==> src/rtl/ex_mem_pipe_reg.sv <==
// rtl/ex_mem_pipe_reg.sv - EX/MEM pipeline register with Z/N/V flags, stall, flush and sticky halt (optional EX_MEM_PERF_CNT_EN counters)
module ex_mem_pipe_reg #(
    parameter int DW = 16,
    parameter int RW = 4
) (
    input  logic          clk,
    input  logic          rst,
    input  logic          stall,
    input  logic          flush,
    input  logic          in_valid,
    input  logic [DW-1:0] in_alu_result,
    input  logic          in_ovfl,
    input  logic [1:0]    in_flag_mode,
    input  logic [DW-1:0] in_store_data,
    input  logic [RW-1:0] in_dst_reg,
    input  logic          in_reg_write,
    input  logic          in_mem_read,
    input  logic          in_mem_write,
    input  logic          in_halt,
    output logic          out_valid,
    output logic [DW-1:0] out_alu_result,
    output logic [DW-1:0] out_store_data,
    output logic [RW-1:0] out_dst_reg,
    output logic          out_reg_write,
    output logic          out_mem_read,
    output logic          out_mem_write,
    output logic          out_halt,
    output logic          flag_z,
    output logic          flag_n,
    output logic          flag_v,
`ifdef EX_MEM_PERF_CNT_EN
    output logic [15:0]   perf_inst_cnt,
    output logic [15:0]   perf_stall_cnt,
`endif
    output logic          halted
);

    localparam logic [1:0] FM_Z   = 2'b01;
    localparam logic [1:0] FM_ZNV = 2'b10;

    logic          valid_q;
    logic [DW-1:0] alu_q;
    logic [DW-1:0] store_q;
    logic [RW-1:0] dst_q;
    logic          rw_q;
    logic          mr_q;
    logic          mw_q;
    logic          halt_q;
    logic          z_q;
    logic          n_q;
    logic          v_q;
    logic          halted_q;
    logic          acc;
    logic          bubble;

    assign acc    = in_valid & ~flush & ~stall & ~halted_q;
    // Flush beats stall; an empty EX slot without stall also becomes a bubble.
    assign bubble = flush | (~stall & ~in_valid);

    // Stage register and flags: reset, then halt freeze, bubble, stall hold, accept.
    always_ff @(posedge clk) begin
        if (rst) begin
            valid_q  <= 1'b0;
            alu_q    <= '0;
            store_q  <= '0;
            dst_q    <= '0;
            rw_q     <= 1'b0;
            mr_q     <= 1'b0;
            mw_q     <= 1'b0;
            halt_q   <= 1'b0;
            z_q      <= 1'b0;
            n_q      <= 1'b0;
            v_q      <= 1'b0;
            halted_q <= 1'b0;
        end else if (halted_q) begin
            valid_q <= valid_q;
        end else if (bubble) begin
            valid_q <= 1'b0;
            rw_q    <= 1'b0;
            mr_q    <= 1'b0;
            mw_q    <= 1'b0;
            halt_q  <= 1'b0;
        end else if (acc) begin
            valid_q  <= 1'b1;
            alu_q    <= in_alu_result;
            store_q  <= in_store_data;
            dst_q    <= in_dst_reg;
            rw_q     <= in_reg_write & ~in_halt;
            mr_q     <= in_mem_read & ~in_halt;
            mw_q     <= in_mem_write & ~in_halt;
            halt_q   <= in_halt;
            halted_q <= in_halt;
            if (in_flag_mode == FM_ZNV) begin
                z_q <= (in_alu_result == '0);
                n_q <= in_alu_result[DW-1];
                v_q <= in_ovfl;
            end else if (in_flag_mode == FM_Z) begin
                z_q <= (in_alu_result == '0);
            end
        end
    end

    assign out_valid      = valid_q;
    assign out_alu_result = alu_q;
    assign out_store_data = store_q;
    assign out_dst_reg    = dst_q;
    assign out_reg_write  = valid_q & rw_q;
    assign out_mem_read   = valid_q & mr_q;
    assign out_mem_write  = valid_q & mw_q;
    assign out_halt       = valid_q & halt_q;
    assign flag_z         = z_q;
    assign flag_n         = n_q;
    assign flag_v         = v_q;
    assign halted         = halted_q;

`ifdef EX_MEM_PERF_CNT_EN
    logic [15:0] inst_cnt_q;
    logic [15:0] stall_cnt_q;

    // Saturating instruction and stall-cycle counters, frozen while halted.
    always_ff @(posedge clk) begin
        if (rst) begin
            inst_cnt_q  <= '0;
            stall_cnt_q <= '0;
        end else if (!halted_q) begin
            if (acc && inst_cnt_q != 16'hFFFF)
                inst_cnt_q <= inst_cnt_q + 16'd1;
            if (stall && !flush && stall_cnt_q != 16'hFFFF)
                stall_cnt_q <= stall_cnt_q + 16'd1;
        end
    end

    assign perf_inst_cnt  = inst_cnt_q;
    assign perf_stall_cnt = stall_cnt_q;
`endif

endmodule
==> config.mk <==
export PLATFORM = sky130hd
export DESIGN_NAME = ex_mem_pipe_reg
export DESIGN_NICKNAME = d
export VERILOG_FILES = /design/src/rtl/ex_mem_pipe_reg.sv
export SDC_FILE = /design/constraint.sdc
export NUM_CORES = 1
export LEC_CHECK = 0
export ABC_CLOCK_PERIOD_IN_PS = 1900
export CAP_MARGIN = 0
export CORE_UTILIZATION = 60
export DETAILED_ROUTE_END_ITERATION = 8
export DONT_BUFFER_PORTS = 1
export GPL_ROUTABILITY_DRIVEN = 0
export GPL_TIMING_DRIVEN = 0
export PLACE_DENSITY_LB_ADDON = 0.2
export SLEW_MARGIN = 40
export SYNTH_ARGS = -nofsm -noshare
export SYNTH_HDL_FRONTEND = slang
export SYNTH_SLANG_ARGS = --single-unit
==> constraint.sdc <==
create_clock -name clk -period 1.9 [get_ports clk]
set_clock_uncertainty 0.1 [all_clocks]
set_input_delay 0.19 -clock clk [delete_from_list [all_inputs] [get_ports clk]]
set_output_delay 0.19 -clock clk [all_outputs]
set_load 0.01 [all_outputs]
==> summary.txt, run 1 <==
Worst setup path
  • Critical path class: flip-flop to flip-flop
  • Worst Setup End Kind: flip-flop
  • Startpoint types: flip-flop
  • CP Max Fanout: 10
  • WP data required: just over 2 ns
  • Reg-to-reg slack, setup: 0.21 ns
  • Crit path arrival time: around 1.8 ns

Place
  • IO Port Bufs: 0
  • Post-DP HPWL: approximately 2800 um

Global route
  • Global-route wire length before repair: around 6900 um
  • Initial antenna violation count: 0
  • Largest net degree at the start of global routing: 15
  • Gr usage total: between 30% and 40%
  • Vias in the first global route: 1616
  • Overflow after GRT: 0

STA
  • Pins over their slew limit: 0
  • Final Cycle Share: 89.2%
  • Final Setup Violations: 0
  • Minimum clock period: 1.69 ns
  • FMAX: 590 MHz
  • Final hold violations: 0
  • Worst-Margin Slew: between 0.5 and 0.6 ns
  • RSZ-0062 raised after global routing: false
  • Worst slew margin: roughly two thirds
  • TNS Setup: 0 ns

Detailed routing
  • DRC: 0
  • Routed Antenna Nets: 0
  • Detailed Routing Iterations Pass 1: 4
  • Via count: around 1700
  • Violation count after the first detailed-route iteration: 29
  • Vias per inst: between 5 and 6
  • Final wirelength: between 4000 and 5000 um
  • WL per Instance: roughly 16 um

Run
  • Total of max-cap violations: 0

Hold path
  • Hold Crit Class: input port to flip-flop

Synthesis
  • Async SR Flop Fraction: 0%
  • Synthesized area per cell: approximately 8.1 sq um
  • Post-synth top area cell: dfxtp_1
  • Synth top area cells: dfxtp_1 53%, nand2_1 16%, a21oi_1 13%
  • Synth warn: 0
  • Mapped Area: about 1700 sq um
  • Yosys reg bits: between 40 and 50
  • Yosys cell types: 21
  • Cell with the most instances after synthesis: nand2_1
  • Number of synthesized flops with an enable pin: 0
  • Sequential area share after synthesis: a little over half
  • Top cell type's share of synthesized area: 53.2%
  • Synth Net Count: about 260
  • Most frequent cells after synthesis: 73 x nand2_1, 45 x dfxtp_1, 44 x a21oi_1
  • Synth Instances: 210
  • Most used DFF post-synth: dfxtp_1

Cells and area
  • Area grow syn2layout: 33.7%
  • Layout cells sized above 1: ~8%
  • # fillers: about 130
  • Antenna diode count: 0
  • Final net count: ~310
  • Post-Route Utilization: between 80% and 90%

Floorplanning
  • Core area: about 2600 sq um
  • Die W: approximately 55 um
  • Initial Utilization: between 60 and 70%
  • Die Span Y: between 50 and 60 um
  • FP Rows: 18
  • I/O pin cnt: between 90 and 100
  • DIE AREA: approximately 3000 sq um

CTS
  • Cts bufs inserted: 5
  • CTS H-tree depth: 2
  • Clock sinks: 45
  • Clock-pin slew on the worst setup and hold paths: between 0.1 and 0.15 ns
  • Clock Tree Root: clkbuf_4
  • Clk Latency, worst-skew pair: 0.35 ns
  • Clock Path Buffers: 2
  • CTS tree: yes

Power and ir drop
  • Worst ir drop on vdd: between 0.8 and 0.9 mV
  • Clk pwr share: 37.5%
  • Internal power: roughly 1500 uW
  • Power Dens Cells: 841 nW/um^2
  • Leak: just over 0.0008 uW
  • Sw frac: roughly 23%
  • Sequential Power Share: between 50% and 60%
  • Combinational share of power: 9.7%
  • Switch Pwr: roughly 430 uW
  • Total power: about 1900 uW

Status
  • Status: finished clean
## routing by layer
metal  global-route usage (%)  vias to the layer above  wire length, um  part of all wire (%)
met3                     10.1                       14              488                    10
li1                         -                      796                -                     -
met4                     18.3                        0               93                   2.0
met5                        0                        -                0                     0
met2                     58.0                      104             2370                    50
met1                     34.9                      745             1810                    38
## worst max-delay path, cell delays in order, from the launching register on
cell     delay, ns
dfxtp_1       0.45
or4b_1        0.51
buf_2         0.17
buf_2         0.18
nand2_1       0.08
a21oi_1       0.07
## stage by stage
step / instance area [sq um] / instances / hold slack (ns) / setup slack (ns)
3_5_place_dp: 1730 / 240 / 0.233 / 0.232
5_1_grt: 2260 / 291 / 0.0605 / 0.0255
4_1_cts: 2260 / 291 / 0.0196 / 0.212
2_1_floorplan: 1690 / 210 / 0.226 / 0.383
6_report: 2260 / 291 / 0.0297 / 0.206
3_3_place_gp: 1730 / 240 / 0.228 / 0.275
## layout by cell type (no fill, tap or decap), drive strengths merged, types with 3 or more instances in the layout
cell type	Yosys	final
dlygate4sd3	0	43
nand3	6	6
inv	3	3
buf	10	10
and2	4	4
o21ai	9	9
clkbuf	4	9
dfxtp	45	45
a21oi	44	44
nand2	73	73
nor4	3	3
## cell families after synthesis
logic type,synth area share [%]
buf+inv,5.17
flops,53.2
compound gates,16.3
fa+ha+maj,0.739
simple gates,24.5
## what timing repair did
item	4_1_cts	5_1_grt
hold buffers	43	0
gates resized for setup	0	0
setup endpoints to repair	0	0
setup buffers	0	0
hold endpoints to repair	44	0
## power groups by stage
stage	clock network [uW]	registers, uW	logic (uW)
finish	713	1010	184
detailed placement	0	1030	98.8
floorplan	0	1020	78.9
CTS	708	1000	177
global route	748	1010	202
global placement	0	1020	92.0
## cell type report
class,count,area [sq um],area share (%)
multi-input cells,148,704,31.1
flip-flops and latches,45,901,39.8
clock inverters,3,65.1,2.87
inverters,3,11.3,0.498
well taps,30,37.5,1.66
repair buffers,43,430,19.0
plain buffers,14,76.3,3.37
clock buffers,5,37.5,1.66
## worst paths after layout
path	start	endpoint	cells past startpoint
worst max-delay path	halted$_SDFF_PP0_	out_store_data[10]$_SDFFE_PP0P_	5
worst min-delay path	in_flag_mode[1]	flag_z$_SDFFE_PP0P_	3
worst max register to register	halted$_SDFF_PP0_	out_store_data[10]$_SDFFE_PP0P_	5
worst min register to register	rw_q$_SDFFE_PP0P_	rw_q$_SDFFE_PP0P_	2
(Power assumes the default switching activity.)
==> run 2: changes to the inputs <==
- CAP_MARGIN: 0 -> 15
==> results of run 2 <==
No change in the layout: final DEF, timing and power equal those of run 1.
